**config.mk**
```make
export PLATFORM = sky130hd
export DESIGN_NAME = seq_trig_capture
export DESIGN_NICKNAME = d
export VERILOG_FILES = /design/src/rtl/seq_trig_pkg.sv /design/src/rtl/seq_trig_ram.sv /design/src/rtl/seq_trig_capture.sv
export SDC_FILE = /design/constraint.sdc
export NUM_CORES = 1
export LEC_CHECK = 0
export CAP_MARGIN = 20
export CORE_UTILIZATION = 41
export CTS_CLUSTER_DIAMETER = 150
export DETAILED_ROUTE_END_ITERATION = 12
export GPL_ROUTABILITY_DRIVEN = 0
export HOLD_SLACK_MARGIN = 0.02
export SLEW_MARGIN = 20
export SYNTH_ARGS = -nofsm -noshare
export SYNTH_HDL_FRONTEND = slang
export SYNTH_HIERARCHICAL = 1
export SYNTH_SLANG_ARGS = --single-unit
```
**constraint.sdc**
```tcl
create_clock -name clk -period 3.07 [get_ports clk]
set_input_delay 0.4605 -clock clk [delete_from_list [all_inputs] [get_ports clk]]
set_output_delay 0.4605 -clock clk [all_outputs]
set_load 0.05 [all_outputs]
```
**src/rtl/seq_trig_pkg.sv**
```systemverilog
// Shared types for the sequence-trigger capture block: FSM state encoding and
// a helper that sizes the stage index.
package seq_trig_pkg;

   typedef enum logic [2:0] {IDLE, ARMED, MATCH, CAPTURE, DONE} state_t;

   // Bits needed to hold a stage index 0..n-1, never less than one.
   function automatic int idx_w(input int n);
      int w;
      w = 1;
      while ((1 << w) < n) w = w + 1;
      return w;
   endfunction

endpackage

```
**src/rtl/seq_trig_ram.sv**
```systemverilog
// Simple dual-port capture buffer: one write port, one registered read port.
// A same-address read and write in one cycle returns the previous contents.
module seq_trig_ram #(
   parameter int DATA_W = 8,
   parameter int AW     = 6
) (
   input  logic              clk,
   input  logic              rst_n,
   input  logic              we,
   input  logic [AW-1:0]     waddr,
   input  logic [DATA_W-1:0] wdata,
   input  logic [AW-1:0]     raddr,
   output logic [DATA_W-1:0] rdata
);

   logic [DATA_W-1:0] mem [2**AW];
   logic [DATA_W-1:0] rd_data_d;
   logic [DATA_W-1:0] rd_data_q;

   always_ff @(posedge clk) begin
      if (we) mem[waddr] <= wdata;
   end

   always_comb rd_data_d = mem[raddr];

   always_ff @(posedge clk or negedge rst_n) begin
      if (!rst_n) rd_data_q <= '0;
      else        rd_data_q <= rd_data_d;
   end

   assign rdata = rd_data_q;

endmodule

```
**src/rtl/seq_trig_capture.sv**
```systemverilog
// Armed multi-stage trigger followed by a DEPTH-sample capture into a buffer.
// Define SEQ_TRIG_MASK_EN to add the per-stage don't-care mask input trig_mask.
module seq_trig_capture
   import seq_trig_pkg::*;
#(
   parameter int DATA_W  = 8,
   parameter int TRIG_W  = 2,
   parameter int SEQ_LEN = 3,
   parameter int DEPTH   = 42,
   parameter int AW      = 6,
   parameter int DIV_W   = 32
) (
   input  logic                      clk,
   input  logic                      rst_n,
   input  logic                      arm,
   input  logic                      abort,
   input  logic [DIV_W-1:0]          div,
   input  logic [SEQ_LEN*TRIG_W-1:0] trig_pattern,
`ifdef SEQ_TRIG_MASK_EN
   input  logic [SEQ_LEN*TRIG_W-1:0] trig_mask,
`endif
   input  logic [TRIG_W-1:0]         trig_data,
   input  logic [DATA_W-1:0]         din,
   input  logic [AW-1:0]             rd_addr,
   output logic [DATA_W-1:0]         rd_data,
   output logic                      busy,
   output logic                      triggered,
   output logic                      done,
   output logic [AW:0]               wr_count
);

   localparam int            SW         = idx_w(SEQ_LEN);
   localparam logic [SW-1:0] LAST_STAGE = SW'(SEQ_LEN - 1);
   localparam logic [AW:0]   LAST_ADDR  = (AW + 1)'(DEPTH - 1);

   state_t              state_q, state_d;
   logic [DIV_W-1:0]    div_cnt_q, div_cnt_d;
   logic [TRIG_W-1:0]   trig_q, trig_d;
   logic [DATA_W-1:0]   din_q, din_d;
   logic [SW-1:0]       stage_q, stage_d;
   logic [AW:0]         wr_count_q, wr_count_d;
   logic                done_q, done_d;
   logic                triggered_q, triggered_d;

   logic                tick, arm_ok, stage_hit, final_hit, wr_en, busy_c;
   logic [TRIG_W-1:0]   stage_pat, stage_msk;

   always_ff @(posedge clk or negedge rst_n) begin
      if (!rst_n) state_q <= IDLE;
      else        state_q <= state_d;
   end

   // Abort overrides everything, including an arm in the same cycle.
   always_comb begin
      state_d = state_q;
      if (abort) begin
         state_d = IDLE;
      end else begin
         case (state_q)
            IDLE, DONE: if (arm) state_d = ARMED;
            ARMED:      if (tick && stage_hit) state_d = (SEQ_LEN == 1) ? CAPTURE : MATCH;
            MATCH: begin
               if (tick) begin
                  if (!stage_hit)                 state_d = ARMED;
                  else if (stage_q == LAST_STAGE) state_d = CAPTURE;
               end
            end
            CAPTURE:    if (wr_en && wr_count_q == LAST_ADDR) state_d = DONE;
            default:    state_d = IDLE;
         endcase
      end
   end

   always_comb begin
      busy_c    = (state_q == ARMED) || (state_q == MATCH) || (state_q == CAPTURE);
      final_hit = tick && stage_hit &&
                  (((state_q == ARMED) && (SEQ_LEN == 1)) ||
                   ((state_q == MATCH) && (stage_q == LAST_STAGE)));
      wr_en     = !abort && (final_hit || ((state_q == CAPTURE) && tick));
   end

   always_comb begin
      stage_pat = '0;
      stage_msk = '0;
      for (int k = 0; k < SEQ_LEN; k++) begin
         if (stage_q == SW'(k)) begin
            stage_pat = trig_pattern[(SEQ_LEN-1-k)*TRIG_W +: TRIG_W];
`ifdef SEQ_TRIG_MASK_EN
            stage_msk = trig_mask[(SEQ_LEN-1-k)*TRIG_W +: TRIG_W];
`endif
         end
      end
      stage_hit = ((trig_q ^ stage_pat) & ~stage_msk) == '0;
   end

   always_comb begin
      arm_ok      = arm && !abort && ((state_q == IDLE) || (state_q == DONE));
      tick        = (div_cnt_q == div);
      div_cnt_d   = (arm_ok || tick) ? '0 : div_cnt_q + 1'b1;
      trig_d      = trig_data;
      din_d       = din;

      stage_d     = stage_q;
      wr_count_d  = wr_count_q;
      done_d      = done_q;
      triggered_d = triggered_q;
      if (abort || arm_ok) begin
         stage_d     = '0;
         done_d      = 1'b0;
         triggered_d = 1'b0;
         if (arm_ok) wr_count_d = '0;
      end else begin
         if (tick && ((state_q == ARMED) || (state_q == MATCH)))
            stage_d = (stage_hit && !final_hit) ? stage_q + 1'b1 : '0;
         if (wr_en) wr_count_d = wr_count_q + 1'b1;
         if (final_hit) triggered_d = 1'b1;
         if (wr_en && wr_count_q == LAST_ADDR) done_d = 1'b1;
      end
   end

   always_ff @(posedge clk or negedge rst_n) begin
      if (!rst_n) begin
         div_cnt_q   <= '0;
         trig_q      <= '0;
         din_q       <= '0;
         stage_q     <= '0;
         wr_count_q  <= '0;
         done_q      <= 1'b0;
         triggered_q <= 1'b0;
      end else begin
         div_cnt_q   <= div_cnt_d;
         trig_q      <= trig_d;
         din_q       <= din_d;
         stage_q     <= stage_d;
         wr_count_q  <= wr_count_d;
         done_q      <= done_d;
         triggered_q <= triggered_d;
      end
   end

   // Write address is the running write count, so capture always starts at 0.
   seq_trig_ram #(.DATA_W(DATA_W), .AW(AW)) u_ram (
      .clk   (clk),
      .rst_n (rst_n),
      .we    (wr_en),
      .waddr (wr_count_q[AW-1:0]),
      .wdata (din_q),
      .raddr (rd_addr),
      .rdata (rd_data)
   );

   assign busy      = busy_c;
   assign triggered = triggered_q;
   assign done      = done_q;
   assign wr_count  = wr_count_q;

endmodule
```
# [Word-level counts from Yosys, hierarchy flattened]
# Memories as Yosys holds them, arrays and structs flattened. A register that Yosys moved wholly into a read port is not among the register bits.
# Index checks and enable logic that the tools add are counted.
[classes] eq_ne=14 reduce_logical=29 addsub=3 mul=0 bitwise_logic=1 n_div=0 n_mux=24 shift=0 n_lt_le_gt_ge=0
[ops] cell="$add 32x1->32 const B" n=1
[ops] cell="$eq 32x32->1" n=1
[ops] cell="$mux 32" n=1
[ops] cell="$mux 3" n=7
[ops] cell="$mux 7" n=3
[ops] cell="$mux 2" n=6
[ops] cell="$pmux 3 s4" n=1
[ops] cell="$logic_and 1x1->1" n=10
[ops] cell="$ne 3x3->1 const B" n=3
[ops] cell="$reduce_bool 2->1" n=4
[ops] cell="$add 7x1->7 const B" n=1
[ops] cell="$eq 7x6->1 const B" n=1
[ops] cell="$eq 3x2->1 const B" n=2
[ops] cell="$logic_or 1x1->1" n=6
[ops] cell="$mux 1" n=6
[ops] cell="$reduce_and 5->1" n=1
[ops] cell="$logic_not 2->1" n=2
[ops] cell="$ne 4x3->1 const B" n=1
[ops] cell="$eq 3x1->1 const B" n=1
[ops] cell="$eq 3x3->1 const B" n=1
[ops] cell="$logic_not 1->1" n=3
[ops] cell="$logic_not 3->1" n=1
[ops] cell="$ne 3x2->1 const B" n=1
[ops] cell="$add 2x1->2 const B" n=1
[ops] cell="other kinds (6)" n=6
[word_totals] output_inout_bits=18 in_bits=58 romBits=0 wordCells=80 register_bits=56 ram_bits=512 latch_bits=0 memories=1
[mem_list] memory="u_ram.mem" depth=64 width=8 rd=1 rd_clocked_by_memory_dff=1 write_ports=1 line="seq_trig_ram.sv:16" source="logic [DATA_W-1:0] mem [2**AW];"

# [Longest topological paths before layout]
# Gate-level depths: netlist of run 1.
[logic_depth] depth_word=14 depth_mapped=11 depth_no_buf=9

# [By module]
# The synthesis of run 1 kept the hierarchy.
[modules_own_cells] mod="seq_trig_ram" cells_each=942 area_each_um2=20211.9 seq_area_each_um2=15574.9 instances=1
[modules_own_cells] mod="seq_trig_capture" cells_each=325 area_each_um2=3186.8 seq_area_each_um2=1401.3 instances=1

# [Least setup slack after synthesis of run 1]
# Ideal clock, no wire load.
[synth_timing] path_kind="in2reg" startpoint="input port div[20]" endpoint="memory u_ram.mem[48][0], enable pin" path_stages=9 setup_ns=0.383 arrival_time_ns=2.779 slack_ns=-0.092 path_cell_list="xnor2_1 > nand4_1 > nor4_2 > nand2_2 > buf_6 > nor2_1 > nand3_1 > or3_1 > nor3_1"
[synth_via] elab_chain_len=7
[synth_lines] element="start, declared" line="seq_trig_capture.sv:17" source="input logic [DIV_W-1:0] div,"
[synth_lines] element="$eq 32x32->1 *" line="seq_trig_capture.sv:98" source="tick = (div_cnt_q == div);"
[synth_lines] element="$logic_and 1x1->1 (2 in series)" line="seq_trig_capture.sv:76" source="final_hit = tick && stage_hit &&"
[synth_lines] element="$logic_or 1x1->1 *" line="seq_trig_capture.sv:79" source="wr_en = !abort && (final_hit || ((state_q == CAPTURE) && tick));"
[synth_lines] element="$logic_and 1x1->1 *" line="seq_trig_capture.sv:79"
[synth_lines] element="named net wr_en" line="seq_trig_capture.sv:45" source="logic tick, arm_ok, stage_hit, final_hit, wr_en, busy_c;"
[synth_lines] element="$mux 1 *" line="seq_trig_ram.sv:21" source="if (we) mem[waddr] <= wdata;"
[synth_lines] element="$mux 1 (implied by the code) *" line="seq_trig_ram.sv:21"
[synth_lines] element="end, declared" line="seq_trig_ram.sv:16"
# The timed path passes the listed nets; every way through them passes the cells marked *.

# [Worst setup path after layout of run 1]
[layout_timing] startpoint="register wr_count_q[3], in the netlist wr_count[3]" endpoint="output port wr_count[3]"
[layout_lines] element="start, declared" line="seq_trig_capture.sv:41" source="logic [AW:0] wr_count_q, wr_count_d;"
[layout_lines] element="start signal, assigned" line="seq_trig_capture.sv:135" source="wr_count_q <= wr_count_d;"
[layout_lines] element="end, declared" line="seq_trig_capture.sv:29" source="output logic [AW:0] wr_count"
# No word-level cell between the ends.

==> impl_metrics.yaml, run 1 <==
outcome:
  status: "finished clean"
die:
  ios: 76
  die_w_um: 241
  dieArea_mm2: 0.0580
  core_mm2: 0.0564
  start_util_pct: 41.5
  fp.dieH_um: 241
  rows: 87
routing:
  route.detailed.drc: 0
  dr.first_iter.drc_count: 1130
  vias: 12400
  wl_mm: 53.4
  post_drt_via_cell_ratio: 5.42
  route.detailed.wl_per_inst_um: 23.4
  ant_nets: 0
  drtPass1Iterations: 5
power:
  p_sw_share_pct: 21.5
  finalPower_mw: 16.6
  p_leak_nw: 9.21
  internal-power_mw: 13.0
  pwr-share-clk_pct: 42.1
  power.density_mw_per_mm2: 597
  comb_power_share_pct: 5.5
  p_sw_mw: 3.57
  seq_power_share_pct: 52.3
  ir_drop_mv: 0.377
synth:
  syn_area_mm2: 0.0234
  synth_area_leader_cell: "edfxtp_1"
  synth_top_area_share_pct: 65.7
  netlist_instances: 1267
  ys.flop_type: "edfxtp_1"
  ys_warn_count: 6
  synth.distinct_cells: 63
  synth_nets: 1331
  async_flop_share_pct: 11.1
  synth_area_leaders: "edfxtp_1 66%, mux4_2 12%, dfrtp_1 6.8%, nor2_1 2.1%, xnor2_1 1.8%"
  synth_edf_count: 512
  syn_area_per_cell_um2: 18.5
  yosys-top-cells-count: "512 x edfxtp_1, 132 x nor2_1, 126 x mux4_2, 64 x dfrtp_1, 48 x xnor2_1"
  ys_seq_elements: 576
  yosysMostFrequentCell: "edfxtp_1"
  yosysSeqAreaShare_pct: 72.6
clock_tree:
  cts_made_buffers: 59
  clockBufferDepth: 3
  cts-root-buf: "clkbuf_16"
  cts_max_level: 2
  path_clk_slew_ns: 0.06
  postCtsSetupBuffers: 0
  cts_tree: "yes"
  clk_latency_ns: 0.62
  cts_sinks: 576
setup_path:
  reg2reg_depth: 11
  path_cells: "clkdlybuf4s50_1"
  worst-setup-path-type: "reg -> out"
  crit_arrival_ns: 2.43
  cp_num_buf_inv: 1
  r2r_start: "div_cnt_q[9]$_DFF_PN0_"
  rr_endpoint: "u_ram/mem[7][7]$_DFFE_PP_"
  cp-start-kind: "flip-flop"
  cp-startpoint: "wr_count[3]$_DFFE_PN0P_"
  worstPathMaxFanout: 15
  crit_slowest_cell: "clkdlybuf4s50_1"
  crit_required_ns: 2.61
  cpLargestDelayFamily: "buffers and inverters"
  slowest_delay_ns: 0.94
  cp_num_cells: 1
  endpoint: "wr_count[3]"
  reg2reg_setup_slack_ns: 0.26
  end_kind: "output pin"
timing:
  worst_pin_slew_ns: 0.925
  rsz0062_at_grt: "no"
  fin_setup_tns_ns: 0
  slew_viol_final: 0
  hold_viol: 0
  fin_hold_ws_ns: 0.273
  clock_skew_ns: 0.0279
  setup_violations: 0
  max_freq_mhz: 345
  finalCriticalPeriod_ns: 2.90
  relSlewSlack_pct: 38.3
  timing.final.crit_share_pct: 94.3
global_routing:
  overflow: 0
  grt_pass1_vias: 12900
  antenna_found_initial: 0
  grt_pass1_wl_mm: 80.6
  gr-usage-all-layers_pct: 19.0
  grt_max_degree: 65
layout:
  fin_area_mm2: 0.0278
  area_growth_pct: 18.8
  drive_gt1_share_pct: 26.0
  utilization_pct: 49.3
  fin_nets: 1543
run:
  maxCapViolations: 0
placement:
  dp_hpwl_mm: 34.5
  numPortBuffers: 75
  place_area_mm2: 0.0259
worst_hold_path:
  min_path_type: "in -> reg"
[timing repair]
item                       in CTS  in global routing
setup endpoints to repair       0                  0
hold buffers                    1                  0
gates resized for setup         0                  0
hold endpoints to repair       56                  0
[cells in the final DEF, fill, tap and decap left out, types with 4 or more instances in the layout]
cell type / count
nor4_1: 5
nor3_1: 11
buf_12: 12
nand2b_1: 10
nand3_1: 36
nor2_1: 132
xor2_1: 17
nand4_1: 18
and4_1: 4
a221oi_1: 6
inv_6: 5
clkbuf_1: 9
clkbuf_16: 59
mux4_2: 126
dfrtp_2: 7
or3_1: 4
o221ai_1: 8
dfrtp_1: 56
nor2b_1: 15
o21a_1: 7
inv_1: 11
mux2_2: 13
xnor2_1: 48
ha_1: 6
nand2_1: 36
bufinv_16: 6
edfxtp_1: 512
a211oi_1: 4
buf_4: 129
a21oi_1: 6
o21ai_0: 8
clkdlybuf4s50_1: 70
clkinv_2: 19
o22ai_1: 9
mux2i_1: 27
clkinv_1: 9
[worst min path at each step]
| stage | end | slack [ns] | start | depth (start not counted) |
|---|---|---|---|---|
| after floorplan | din_q[0]$_DFF_PN0_ | 0.16 | rst_n | 0 |
| final | din_q[5]$_DFF_PN0_ | 0.27 | din[5] | 1 |
| after detailed placement | done$_DFFE_PN0P_ | 0.49 | done$_DFFE_PN0P_ | 1 |
| after CTS | din_q[5]$_DFF_PN0_ | 0.24 | din[5] | 1 |
| after global placement | done$_DFFE_PN0P_ | 0.48 | done$_DFFE_PN0P_ | 1 |
| after global routing | din_q[5]$_DFF_PN0_ | 0.25 | din[5] | 1 |
[per-stage QoR]
step                setup WS, ns  cells
CTS                        0.198   2284
detailed placement        -0.130   2173
global placement          -0.138   2173
floorplan                 0.0589   1267
finish                     0.175   2285
global route               0.107   2284
[final cells by class]
type	count	area (µm²)
Clock inverter	42	378
Sequential cell	576	17000
Timing Repair Buffer	214	1940
Inverter	11	41.3
Fill cell	4804	28600
Antenna cell	1	2.50
Multi-Input combinational cell	617	5990
Clock buffer	68	1510
Tap cell	756	946
[per-layer routing]
metal | track usage [%] | vias up | part of all wire [%]
met2 | 30.2 | 402 | 48
met5 | 0 | - | 0
met1 | 26.6 | 6402 | 43
li1 | - | 5484 | -
met3 | 3.57 | 86 | 6.8
met4 | 6.00 | 0 | 2.5
[power by group through the flow]
stage | Combinational (mW) | Clock (mW) | Sequential, mW
final | 0.920 | 7.00 | 8.68
after floorplan | 0.498 | 0 | 8.87
after global placement | 0.920 | 0 | 8.85
after global routing | 0.986 | 7.41 | 8.69
after detailed placement | 0.927 | 0 | 8.85
after CTS | 0.932 | 7.14 | 8.69
[cells by family (layout without fill, tap and decap cells)]
group	count (synthesis)	in the layout	synth area share (%)
flops	576	576	72.6
simple gates	292	292	5.97
mux	166	166	13.9
compound gates	86	86	2.80
buf+inv	74	335	1.88
xor+xnor	67	67	2.57
fa+ha+maj	6	6	0.321
other cells	0	1	0
[sequential cells by signal (all words and copies together), names as in the netlist]
name	count
u_ram/mem	512
div_cnt_q	32
din_q	8
u_ram/rdata	8
wr_count	7
state_q	3
stage_q	2
trig_q	2
done	1
triggered	1
Power figures use the tool's default switching activity.
==> inputs of run 2 (changes only) <==
--- a/config.mk
+++ b/config.mk
@@ -7,7 +7,6 @@
 export LEC_CHECK = 0
 export CAP_MARGIN = 20
 export CORE_UTILIZATION = 41
-export CTS_CLUSTER_DIAMETER = 150
 export DETAILED_ROUTE_END_ITERATION = 12
 export GPL_ROUTABILITY_DRIVEN = 0
 export HOLD_SLACK_MARGIN = 0.02
==> results of run 2 <==
The final DEF is identical to that of run 1; final timing and power are the same.
==> inputs of run 3 (changes only) <==
--- a/config.mk
+++ b/config.mk
@@ -7,6 +7,7 @@
 export LEC_CHECK = 0
 export CAP_MARGIN = 20
 export CORE_UTILIZATION = 41
+export CTS_CLUSTER_SIZE = 20
 export DETAILED_ROUTE_END_ITERATION = 12
 export GPL_ROUTABILITY_DRIVEN = 0
 export HOLD_SLACK_MARGIN = 0.02
==> run 3 against run 2 <==
Maximum frequency is 0.16% lower. Via count grew 0.16%. Count of clock-buffer cells in the layout did not move. Combinational power hardly changed. Critical path depth unchanged. Cell count unchanged. Critical endpoint unchanged. Largest cell class unchanged.
==> impl_metrics.yaml, run 3 (synthesized netlist as in run 1, its figures left out) <==
worst_hold_path:
  min_path_type: "in -> reg"
  holdPathEnd: "trig_q[0]$_DFF_PN0_"
  hold-path-cell-count: 1
  min_from: "trig_data[0]"
layout:
  utilization_pct: 49.3
  largest_reg_flops: 512
  drive_gt1_share_pct: 25.9
  largestRegisters: "u_ram/mem x512, div_cnt_q x32"
  layout_commonest_cell: "edfxtp_1"
  final_cell_mix: "512 x edfxtp_1, 132 x nor2_1, 129 x buf_4"
  area_growth_pct: 18.9
  fin_nets: 1543
  regMostFlops: "u_ram/mem"
global_routing:
  overflow: 0
  grt_pass1_vias: 12900
  grt_pass1_wl_mm: 80.4
  antenna_found_initial: 1
  gr-usage-all-layers_pct: 19.0
  grt_max_degree: 65
routing:
  route.detailed.wl_per_inst_um: 23.3
  dr.first_iter.drc_count: 1082
  wl_mm: 53.3
  ant_nets: 0
  wl_met3_mm: 3.54
  vias: 12400
  routed.top_layer: "met4"
  drtPass1Iterations: 5
  route.detailed.drc: 0
  drt-met1-wl_mm: 22.9
  dr_wl_met2_mm: 25.6
  post_drt_via_cell_ratio: 5.42
setup_path:
  path_cells: "clkdlybuf4s50_1"
  cpLargestDelayFamily: "buffers and inverters"
  worstPathMaxFanout: 15
  cp_num_buf_inv: 1
  end_kind: "output pin"
  crit_arrival_ns: 2.44
  reg2reg_depth: 11
  cp-start-kind: "flip-flop"
  crit_required_ns: 2.61
  worst-setup-path-type: "reg -> out"
  slowest_delay_ns: 0.94
  rr_endpoint: "u_ram/mem[7][7]$_DFFE_PP_"
  reg2reg_setup_slack_ns: 0.27
  crit_slowest_cell: "clkdlybuf4s50_1"
  r2r_start: "div_cnt_q[9]$_DFF_PN0_"
  cp-startpoint: "wr_count[3]$_DFFE_PN0P_"
  cp_num_cells: 1
clock_tree:
  path_clk_slew_ns: 0.07
  cts_sinks: 576
  cts-root-buf: "clkbuf_16"
  clockBufferDepth: 3
  cts_made_buffers: 59
  clk_latency_ns: 0.63
  cts_max_level: 2
  ctsResizeCount: 0
  cts_tree: "yes"
timing:
  worst_pin_slew_ns: 0.938
  fin_ws_ns: 0.170
  fin_hold_ws_ns: 0.268
  finalCriticalPeriod_ns: 2.90
  rsz0062_at_grt: "no"
  setup_violations: 0
  clock_skew_ns: 0.0330
  fin_setup_tns_ns: 0
  max_freq_mhz: 345
  hold_viol: 0
  timing.final.crit_share_pct: 94.5
  slew_viol_final: 0
  relSlewSlack_pct: 37.5
outcome:
  status: "finished clean"
die:
  core_mm2: 0.0564
  rows: 87
  fp.dieH_um: 241
  ios: 76
  die_w_um: 241
  start_util_pct: 41.5
  dieArea_mm2: 0.0580
power:
  ir_drop_mv: 0.494
  p_leak_nw: 9.21
  power.density_mw_per_mm2: 598
placement:
  numPortBuffers: 75
  pre_cts_ws_ns: -0.130
  dp_hpwl_mm: 34.5
run:
  maxCapViolations: 0
[run 3: cell count changes in the layout (fill, tap and decap cells not counted), sizes merged]
cell    before  now
inv         16   14
clkinv      30   32
[run 3: how the worst max path moves through the flow]
| stage | endpoint | slack (ns) |
|---|---|---|
| finish | wr_count[3] | 0.17 |
| global route | u_ram/mem[7][7]$_DFFE_PP_ | 0.10 |
| CTS | wr_count[3] | 0.19 |
| detailed placement | u_ram/mem[7][7]$_DFFE_PP_ | -0.13 |
| global placement | u_ram/mem[48][0]$_DFFE_PP_ | -0.14 |
| floorplan | u_ram/mem[49][0]$_DFFE_PP_ | 0.06 |
[run 3: metal layers]
metal | up-vias | GRT usage [%]
met5 | - | 0
met4 | 0 | 6.08
met3 | 81 | 3.63
met2 | 375 | 30.1
met1 | 6457 | 26.5
li1 | 5481 | -
[run 3: timing repair]
item,CTS,global route
hold buffers,1,0
endpoints found under the hold margin,64,0
setup buffers,0,0
[run 3: cell type report]
| cell class | count | area [µm²] |
|---|---|---|
| flip-flops and latches | 576 | 17000 |
| fillers | 4785 | 28600 |
| diodes | 1 | 2.50 |
| well taps | 756 | 946 |
| clock inverters | 42 | 407 |
| repair buffers | 214 | 1940 |
| clock buffers | 68 | 1510 |
| multi-input cells | 617 | 5990 |
| inverters | 11 | 41.3 |
[run 3: metrics by stage]
stage / instance area [µm²] / power (mW) / instances
6_report: 27800 / 16.6 / 2285
5_1_grt: 27800 / 17.1 / 2284
4_1_cts: 27800 / 16.8 / 2284
3_5_place_dp: 25900 / 9.78 / 2173
3_3_place_gp: 25900 / 9.77 / 2173
2_1_floorplan: 23400 / 9.37 / 1267
[run 3: worst reg2reg max path, cell delays in order (launching register included)]
cell and delay, ns:
dfrtp_1 0.45, xnor2_1 0.23, nand4_1 0.16, nor4_2 0.38
nand2_2 0.11, nor2_1 0.18, buf_4 0.14, buf_4 0.13
nand4_1 0.10, buf_4 0.23, nor2_1 0.19, buf_4 0.20
[run 3: power breakdown]
part / leakage (nW) / switching [mW] / internal (mW)
clock network: 0.948 / 2.99 / 4.05
registers: 5.44 / 0.105 / 8.58
logic: 2.82 / 0.506 / 0.414
